--- src/rtl/rv32_pkg.sv ---
// rv32_pkg: RV32I opcode constants and scoreboard FSM state shared by the issue logic
package rv32_pkg;
  localparam logic [6:0] OP_OP       = 7'b0110011;
  localparam logic [6:0] OP_IMM      = 7'b0010011;
  localparam logic [6:0] OP_LOAD     = 7'b0000011;
  localparam logic [6:0] OP_STORE    = 7'b0100011;
  localparam logic [6:0] OP_BRANCH   = 7'b1100011;
  localparam logic [6:0] OP_JALR     = 7'b1100111;
  localparam logic [6:0] OP_JAL      = 7'b1101111;
  localparam logic [6:0] OP_LUI      = 7'b0110111;
  localparam logic [6:0] OP_AUIPC    = 7'b0010111;
  localparam logic [6:0] OP_MISC_MEM = 7'b0001111;
  typedef enum logic [1:0] {RUN, STALL, DRAIN} state_e;
endpackage

--- src/rtl/reg_use_decode.sv ---
// reg_use_decode: combinational RV32I register-usage decode
// i_instr: instruction; o_rs1/o_rs2/o_rd: register fields; o_use_*: field is
// read/written and nonzero (x0 never matters); o_fence: MISC-MEM opcode
module reg_use_decode
  import rv32_pkg::*;
(
  input  logic [31:0] i_instr,
  output logic [4:0]  o_rs1,
  output logic [4:0]  o_rs2,
  output logic [4:0]  o_rd,
  output logic        o_use_rs1,
  output logic        o_use_rs2,
  output logic        o_use_rd,
  output logic        o_fence
);
  logic [6:0] op;
  logic       u1, u2, ud;
  logic       unused_bits;
  assign op          = i_instr[6:0];
  assign o_rs1       = i_instr[19:15];
  assign o_rs2       = i_instr[24:20];
  assign o_rd        = i_instr[11:7];
  assign unused_bits = ^{i_instr[31:25], i_instr[14:12]};
  always_comb begin
    u1 = op inside {OP_OP, OP_IMM, OP_LOAD, OP_STORE, OP_BRANCH, OP_JALR};
    u2 = op inside {OP_OP, OP_STORE, OP_BRANCH};
    ud = op inside {OP_OP, OP_IMM, OP_LOAD, OP_JALR, OP_JAL, OP_LUI, OP_AUIPC};
  end
  assign o_use_rs1 = u1 && |o_rs1;
  assign o_use_rs2 = u2 && |o_rs2;
  assign o_use_rd  = ud && |o_rd;
  assign o_fence   = op == OP_MISC_MEM;
endmodule

--- src/rtl/issue_scoreboard.sv ---
// issue_scoreboard: in-order RAW/WAW issue scoreboard with fence drain and stall watchdog
// i_clk/i_rst (async, active-low); decode: i_id_valid, i_id_instr, i_ex_ready, i_flush;
// writeback: i_wb_valid, i_wb_rd_addr; o_issue/o_stall handshake, o_busy pending
// writes, o_stall_cnt saturating stall count, o_timeout sticky watchdog
module issue_scoreboard
  import rv32_pkg::*;
#(
  parameter int TIMEOUT_CYCLES = 255,
  parameter int STALL_CNT_W    = 16
) (
  input  logic                   i_clk,
  input  logic                   i_rst,
  input  logic                   i_id_valid,
  input  logic [31:0]            i_id_instr,
  input  logic                   i_ex_ready,
  input  logic                   i_flush,
  input  logic                   i_wb_valid,
  input  logic [4:0]             i_wb_rd_addr,
  output logic                   o_issue,
  output logic                   o_stall,
  output logic [31:0]            o_busy,
  output logic [STALL_CNT_W-1:0] o_stall_cnt,
  output logic                   o_timeout
);
  localparam int             CW = $clog2(TIMEOUT_CYCLES + 1);
  localparam logic [CW-1:0]  TO = CW'(TIMEOUT_CYCLES);
  state_e                 state_q, state_d;
  logic [31:0]            busy_q, busy_d;
  logic [STALL_CNT_W-1:0] cnt_q, cnt_d;
  logic [CW-1:0]          con_q, con_d;
  logic                   to_q, to_d;
  logic                   fok_q, fok_d;
  logic [4:0]             rs1, rs2, rd;
  logic                   use_rs1, use_rs2, use_rd, fence;
  logic                   live, hazard;
  reg_use_decode u_dec (
    .i_instr  (i_id_instr),
    .o_rs1    (rs1),
    .o_rs2    (rs2),
    .o_rd     (rd),
    .o_use_rs1(use_rs1),
    .o_use_rs2(use_rs2),
    .o_use_rd (use_rd),
    .o_fence  (fence)
  );
  assign live   = i_id_valid && !i_flush;
  assign hazard = (use_rs1 && busy_q[rs1]) || (use_rs2 && busy_q[rs2]) || (use_rd && busy_q[rd]);
  // fok_q marks a fence that has already drained: it may issue like a normal instruction
  assign o_issue = state_q != DRAIN && live && i_ex_ready && !hazard && (!fence || fok_q);
  assign o_stall = state_q == DRAIN ? !i_flush : live && !o_issue;
  always_comb begin
    state_d = i_flush ? RUN
            : state_q == DRAIN ? (|busy_q ? DRAIN : RUN)
            : (live && fence && !fok_q) ? DRAIN
            : o_stall ? STALL : RUN;
    fok_d = (state_q == DRAIN && !(|busy_q) && !i_flush) || (fok_q && live && !o_issue);
    busy_d = busy_q;
    if (i_wb_valid) busy_d[i_wb_rd_addr] = 1'b0;
    if (o_issue && use_rd) busy_d[rd] = 1'b1;
    busy_d[0] = 1'b0;
    cnt_d = (o_stall && !(&cnt_q)) ? cnt_q + STALL_CNT_W'(1) : cnt_q;
    con_d = !o_stall ? '0 : con_q == TO ? con_q : con_q + CW'(1);
    to_d  = to_q || con_d == TO;
  end
  always_ff @(posedge i_clk or negedge i_rst) begin
    if (!i_rst) begin
      state_q <= RUN;
      busy_q  <= '0;
      cnt_q   <= '0;
      con_q   <= '0;
      to_q    <= 1'b0;
      fok_q   <= 1'b0;
    end else begin
      state_q <= state_d;
      busy_q  <= busy_d;
      cnt_q   <= cnt_d;
      con_q   <= con_d;
      to_q    <= to_d;
      fok_q   <= fok_d;
    end
  end
  assign o_busy      = busy_q;
  assign o_stall_cnt = cnt_q;
  assign o_timeout   = to_q;
endmodule

--- config.mk ---
export PLATFORM = sky130hd
export DESIGN_NAME = issue_scoreboard
export DESIGN_NICKNAME = d
export VERILOG_FILES = /design/src/rtl/rv32_pkg.sv /design/src/rtl/reg_use_decode.sv /design/src/rtl/issue_scoreboard.sv
export SDC_FILE = /design/constraint.sdc
export NUM_CORES = 1
export LEC_CHECK = 0
export ABC_AREA = 1
export BUFFER_PORTS_ARGS = -buffer_cell sky130_fd_sc_hd__buf_2
export CAP_MARGIN = 20
export CORE_UTILIZATION = 57
export CTS_BUF_LIST = sky130_fd_sc_hd__clkbuf_8
export CTS_CLUSTER_SIZE = 30
export DETAILED_ROUTE_END_ITERATION = 8
export PLACE_DENSITY = 0.9
export SLEW_MARGIN = 10
export SYNTH_ARGS = -nofsm -noshare
export SYNTH_HDL_FRONTEND = slang
export SYNTH_HIERARCHICAL = 1
export SYNTH_SLANG_ARGS = --single-unit
--- constraint.sdc ---
create_clock -name i_clk -period 2.5 [get_ports i_clk]
set_input_delay 0.5 -clock i_clk [delete_from_list [all_inputs] [get_ports i_clk]]
set_output_delay 0.5 -clock i_clk [all_outputs]
set_load 0.03 [all_outputs]
==> impl_metrics.yaml, run 1 <==
outcome:
  outcome: "finished, violations left"
  violations: "setup timing"
cts:
  cts_max_path_buffers: 2
  ctsRootBufferMaster: "clkbuf_8"
  h-tree-depth: 3
  postCtsHoldBufs: 0
  cts_tree: "done"
  clkTransAtPathRegs_ps: 70
  clock_latency_ps: 360
  numClockSinks: 59
  cts_buffers: 9
worst_setup_path:
  critPathKind: "reg -> out"
  cp_max_fo: 5
  r2r-start: "o_stall_cnt[0]$_DFFE_PN0P_"
  worstSetupEndpointType: "primary output"
  worstSetupStartpointType: "flop"
  worstPathArrival_ps: 2020
  worstPathRequired_ps: 2000
  reg2reg_depth: 9
  reg2reg_to: "o_stall_cnt[15]$_DFFE_PN0P_"
  reg2reg_slack_ps: 210
logic_synthesis:
  synth.largest_area_cell: "dfrtp_1"
  yosys_most_used_dff: "dfrtp_1"
  synth_cell_type_count: 32
  synth_fp_nets: 761
  yosys_warnings: 6
  synth.ff_latch_count: 59
  synth_most_common_cell: "nand2_1"
  syn_area_per_cell_sq_um: 6.31
  synth_edf_count: 0
  synth_top_area_share: 0.327
  netlist_area_sq_um: 4520
  synth_cells: 716
  synthTopCellsByArea: "dfrtp_1 33%, nand2_1 19%, nand3_1 13%"
  synth-seq-area-share: 0.327
  synth_commonest_cells: "231 x nand2_1, 118 x nand3_1, 74 x inv_1"
  synthArstFlopShare: 1.00
power:
  powerDensity_nw_per_um2: 429
  irDropWorstVdd_v: 0.000412
  total_power_mw: 2.32
  leakagePower_nw: 2.94
cells_and_area:
  syn2layout_area_growth_pct: 19.8
  nets: 859
  drive_gt1_frac: 0.219
  nFillCells: 626
  n_antenna_cell: 0
placed_design:
  pre_cts_slack_ps: -5.60
  io_buffer_count: 82
  hpwl_mm: 9.76
  place_congestion: 1.03
job:
  drv_cap: 0
global_routing:
  grt_usage: 0.340
  grt_max_degree: 32
  first_global_vias: 4897
  grt_pass1_wl_mm: 22.4
  grt_antenna_before_repair: 0
  grt-ovfl-total: 0
floorplan:
  core-area_sq_um: 7690
  row_count: 32
  initial_core_util: 0.588
  die_x_um: 91.1
  io_pins: 94
  die_area_sq_um: 8290
  die_h_um: 91.1
drt:
  initialDrtViolationCount: 743
  drcViolationCount: 0
  firstDrtPassIters: 6
  wl_per_cell_um: 15.9
  dr_total_vias: 5437
  ant_nets: 0
  vias_per_cell: 5.91
  routed_wl_mm: 14.6
timing:
  report.final.slew_viol_count: 0
  fin_skew_ps: 10.9
  min_period_over_period: 1.01
  hold_viol_final: 0
  fmax_mhz: 397
  setup_viol: 1
  rsz0062_at_grt: "yes"
  worst_slack_ps: -20.7
  fin_crit_ps: 2520
  tightest_slew_ps: 640
  maxSlewHeadroom: 0.573
min_path:
  hp-class: "in -> async"
-- final cells by class --
class                   count  area, sq um  share of cell area
multi-input cells         541         2510               0.464
inverters                  79          299              0.0552
repair buffers            124          811               0.150
clock buffers              10          138              0.0254
well taps                 102          128              0.0236
flip-flops and latches     59         1500               0.277
clock inverters             5         30.0             0.00555
-- logic make-up after synthesis --
kind of cell | count (synthesis) | synth area share
compound gates | 52 | 0.0606
xor+xnor | 17 | 0.0329
other cells | 1 | 0.000830
buf+inv | 116 | 0.123
fa+ha+maj | 2 | 0.00553
simple gates | 469 | 0.450
flops | 59 | 0.327
-- where the power goes --
group | total [mW] | switching, mW | internal, mW | leakage, nW
Sequential | 1.05 | 0.0538 | 0.992 | 0.783
Combinational | 0.518 | 0.351 | 0.167 | 2.07
Clock | 0.758 | 0.383 | 0.374 | 0.0839
Total | 2.32 | 0.788 | 1.53 | 2.94
-- stage by stage --
stage / hold WS (ps) / utilization / cell area [sq um] / instances / TNS (ps)
after global placement: 443 / 0.645 / 4960 / 882 / 0
after detailed placement: 461 / 0.645 / 4960 / 882 / -5.60
final: 160 / 0.704 / 5410 / 920 / -20.7
after CTS: 182 / 0.673 / 5170 / 902 / 0
after global routing: 218 / 0.704 / 5410 / 920 / -192
after floorplan: 204 / - / 4520 / 716 / 0
-- routing by layer --
layer  vias up  share of wire  global-route usage
met5         -              0                   0
met1      2493           0.37               0.431
met2       372           0.47               0.551
met3        87           0.11              0.0737
met4         0          0.047               0.161
li1       2485              -                   -
-- what timing repair did --
action | CTS | global route
gates resized for setup | 4 | 32
pin swaps | 2 | 12
endpoints found under the setup margin | 2 | 2
buffers inserted | 5 | 16
cloned | 0 | 2
-- sequential cells by signal, summed over array words and instances, names as in the netlist --
register,count
o_busy,31
o_timeout,1
o_stall_cnt,16
state_q,2
con_q,8
fok_q,1
-- cell usage in the layout (no fill, tap or decap), types with 2 or more instances in the layout --
| cell type | synthesis | final |
|---|---|---|
| nand2_1 | 231 | 228 |
| nand2_2 | 2 | 5 |
| xor2_1 | 12 | 12 |
| nand2_4 | 2 | 2 |
| clkinv_1 | 2 | 2 |
| nor2_1 | 68 | 67 |
| clkbuf_16 | 0 | 2 |
| inv_2 | 2 | 3 |
| nor2_2 | 1 | 2 |
| buf_4 | 19 | 37 |
| buf_12 | 0 | 2 |
| a21oi_1 | 3 | 3 |
| xnor2_1 | 5 | 5 |
| nor3_1 | 17 | 17 |
| nand3_2 | 1 | 3 |
| nand4_1 | 15 | 15 |
| inv_1 | 74 | 73 |
| o211ai_1 | 2 | 2 |
| clkbuf_8 | 0 | 10 |
| nand3b_1 | 2 | 2 |
| nand3_1 | 118 | 116 |
| dfrtp_1 | 59 | 42 |
| ha_1 | 2 | 2 |
| buf_6 | 5 | 4 |
| clkinvlp_4 | 0 | 2 |
| clkinv_2 | 0 | 3 |
| nor4_1 | 6 | 6 |
| o21ai_0 | 44 | 43 |
| buf_2 | 8 | 78 |
| a21oi_2 | 2 | 2 |
| dfrtp_2 | 0 | 17 |
| or2_2 | 4 | 4 |
-- worst max-delay path, cell delays in order (launching register included) --
cell and delay (ps):
dfrtp_1 460, nand2_1 110, nand2_1 60, nand2_1 70, nand2_1 60, nand2_1 70, nand2_1 50, nor2_1 100
nand2_1 100, a21oi_2 170, nand3_2 120, nand2_2 110, nand2_4 60, buf_6 140
-- worst max path at each step --
stage | from | to | slack [ps] | depth (start not counted)
CTS | o_busy[12]$_DFF_PN0_ | o_stall | 6 | 13
global placement | i_id_instr[20] | o_stall | 80 | 13
global route | o_busy[11]$_DFF_PN0_ | o_stall | -120 | 13
detailed placement | i_id_instr[20] | o_stall_cnt[11]$_DFFE_PN0P_ | -6 | 16
floorplan | i_id_instr[15] | o_stall | 130 | 15
finish | o_busy[14]$_DFF_PN0_ | o_stall | -20 | 13
Note: power is estimated with default switching activity, not from simulation.
==> inputs of run 2 (changes only) <==
--- a/config.mk
+++ b/config.mk
@@ -8,11 +8,11 @@
 export ABC_AREA = 1
 export BUFFER_PORTS_ARGS = -buffer_cell sky130_fd_sc_hd__buf_2
 export CAP_MARGIN = 20
-export CORE_UTILIZATION = 57
+export CORE_UTILIZATION = 45
 export CTS_BUF_LIST = sky130_fd_sc_hd__clkbuf_8
 export CTS_CLUSTER_SIZE = 30
 export DETAILED_ROUTE_END_ITERATION = 8
-export PLACE_DENSITY = 0.9
+export PLACE_DENSITY = 0.75
 export SLEW_MARGIN = 10
 export SYNTH_ARGS = -nofsm -noshare
 export SYNTH_HDL_FRONTEND = slang
==> run 2 against run 1 <==
  * The flow now finishes without violations
  * Global-route usage decreased by 6.7 points
  * Non-clock buffer count did not move
  * Core utilization is 14 points lower
  * Final cell count grew 3.5%
  * Die area up 26%
  * Fmax is 1.9% higher
  * Via count decreased by 5.4%
  * Clock-buffer cell count is the same
  * Power is 15% higher
  * Register-to-register slack improved by 190 ps
  * Clock power grew 45%
  * Flip-flop and latch count is the same
  * Critical path type unchanged
  * Critical endpoint unchanged
  * Highest routed layer unchanged
==> impl_metrics.yaml, run 2 (synthesis results as in run 1) <==
cells_and_area:
  stdcell_count: 952
  syn2layout_area_growth_pct: 22.1
  multiInputGateArea_sq_um: 2490
  ff_latch_area_sq_um: 1500
  nFillCells: 921
  most-common-layout-cells: "231 x nand2_1, 117 x nand3_1, 78 x buf_2"
  nets: 859
  layout_commonest_cell: "nand2_1"
  utilization: 0.565
  drive_gt1_frac: 0.220
  largest_register_ffs: 31
  n_antenna_cell: 0
drt:
  vias_per_cell: 5.40
  routed_wl_mm: 14.0
  firstDrtPassIters: 4
  dr_total_vias: 5145
  ant_nets: 0
  drcViolationCount: 0
  wl_per_cell_um: 14.7
  initialDrtViolationCount: 439
global_routing:
  grt_usage: 0.273
  grt_pass1_wl_mm: 22.0
  grt_max_degree: 37
  first_global_vias: 4618
  grt-ovfl-total: 0
  grt_antenna_before_repair: 0
timing:
  report.final.slew_viol_count: 0
  fmax_mhz: 404
  maxSlewHeadroom: 0.621
  hold_viol_final: 0
  setup_viol: 0
  min_period_over_period: 0.989
  fin_skew_ps: 12.9
  rsz0062_at_grt: "yes"
  fin_crit_ps: 2470
  tightest_slew_ps: 569
min_path:
  hp-class: "in -> async"
floorplan:
  io_pins: 94
  core-area_sq_um: 9770
  initial_core_util: 0.462
  die_h_um: 102
  row_count: 36
  die_x_um: 102
  die_area_sq_um: 10500
power:
  seqPwrFrac: 0.394
  combPwrFrac: 0.192
  p_sw_frac: 0.305
  leakagePower_nw: 2.95
  p_int_mw: 1.85
  powerDensity_nw_per_um2: 482
  p_switching_mw: 0.811
  pwr-share-clk: 0.414
  irDropWorstVdd_v: 0.000606
cts:
  cts_buffers: 9
  cts_max_path_buffers: 2
  cts_tree: "done"
  clock_latency_ps: 350
  numClockSinks: 59
  postCtsHoldBufs: 0
  clkTransAtPathRegs_ps: 80
  ctsRootBufferMaster: "clkbuf_8"
  h-tree-depth: 3
worst_setup_path:
  reg2reg_depth: 15
  reg2reg_slack_ps: 400
  reg2reg_to: "o_stall_cnt[0]$_DFFE_PN0P_"
  worstPathArrival_ps: 1970
  worstSetupStartpointType: "flop"
  r2r-start: "o_busy[12]$_DFF_PN0_"
  worstSetupEndpointType: "primary output"
  cp_max_fo: 4
  worstPathRequired_ps: 2000
  critPathKind: "reg -> out"
outcome:
  outcome: "complete, no violations"
job:
  drv_cap: 0
placed_design:
  placedCellCount: 915
  place_congestion: 0.957
  hpwl_mm: 10.1
  io_buffer_count: 82
## run 2: changes by cell type in the layout (fill, tap and decap cells not counted), sizes merged
cell | before | now
buf | 121 | 122
bufinv | 0 | 3
clkbuf | 13 | 12
clkinv | 5 | 3
## run 2: how the worst max path moves through the flow
stage	startpoint	cells after the start	end
after global placement	i_id_instr[20]	13	o_stall
after global routing	o_busy[13]$_DFF_PN0_	13	o_stall
final	o_busy[12]$_DFF_PN0_	12	o_stall
after floorplan	i_id_instr[15]	15	o_stall
after CTS	o_busy[4]$_DFF_PN0_	13	o_stall
after detailed placement	i_id_instr[20]	11	o_stall
## run 2: cell type report
cell class,instances,share of cell area
clock buffer,10,0.0249
clock inverter,6,0.0202
inverter,79,0.0553
multi-input combinational,541,0.452
sequential,59,0.272
tap,133,0.0301
timing repair buffer,124,0.145
## run 2: critical path, stage by stage, from the launching register on
cell	delay, ps
dfrtp_2	440
buf_4	160
nor2_1	110
nor2_1	50
o21ai_0	80
nand3_1	90
nand3_1	80
nand3_1	90
nand3_2	100
nand3_2	120
nand2_2	110
nand2_4	60
buf_6	140
## run 2: per-stage QoR
step                hold slack [ps]  TNS [ps]  power (mW)  cell area, sq um  setup WS (ps)
finish                          133         0        2.66              5520           26.7
global route                    188      -187        2.77              5520           -118
CTS                             154         0        2.65              5330           1.20
detailed placement              460         0        1.55              5040           12.4
global placement                445         0        1.53              5040           73.2
floorplan                       204         0        1.39              4520            132
## run 2: layer usage
metal / GRT usage / vias to the layer above / routed length (um)
met5: 0 / - / 0
met4: 0.114 / 0 / 354
met3: 0.0410 / 41 / 1150
met2: 0.439 / 250 / 6500
met1: 0.368 / 2365 / 5960
li1: - / 2489 / -
## run 2: timing repair
action,CTS,global route
endpoints found under the setup margin,2,2
setup buffers,4,16
gates resized for setup,6,29
hold endpoints to repair,0,0
pin swaps,2,7
cloned,0,1
## run 2: power by group through the flow
stage	logic, mW	clock network, mW	registers (mW)
2_1_floorplan	0.268	0	1.12
3_3_place_gp	0.469	0	1.06
3_5_place_dp	0.483	0	1.07
4_1_cts	0.490	1.11	1.05
5_1_grt	0.568	1.15	1.06
6_report	0.510	1.10	1.05
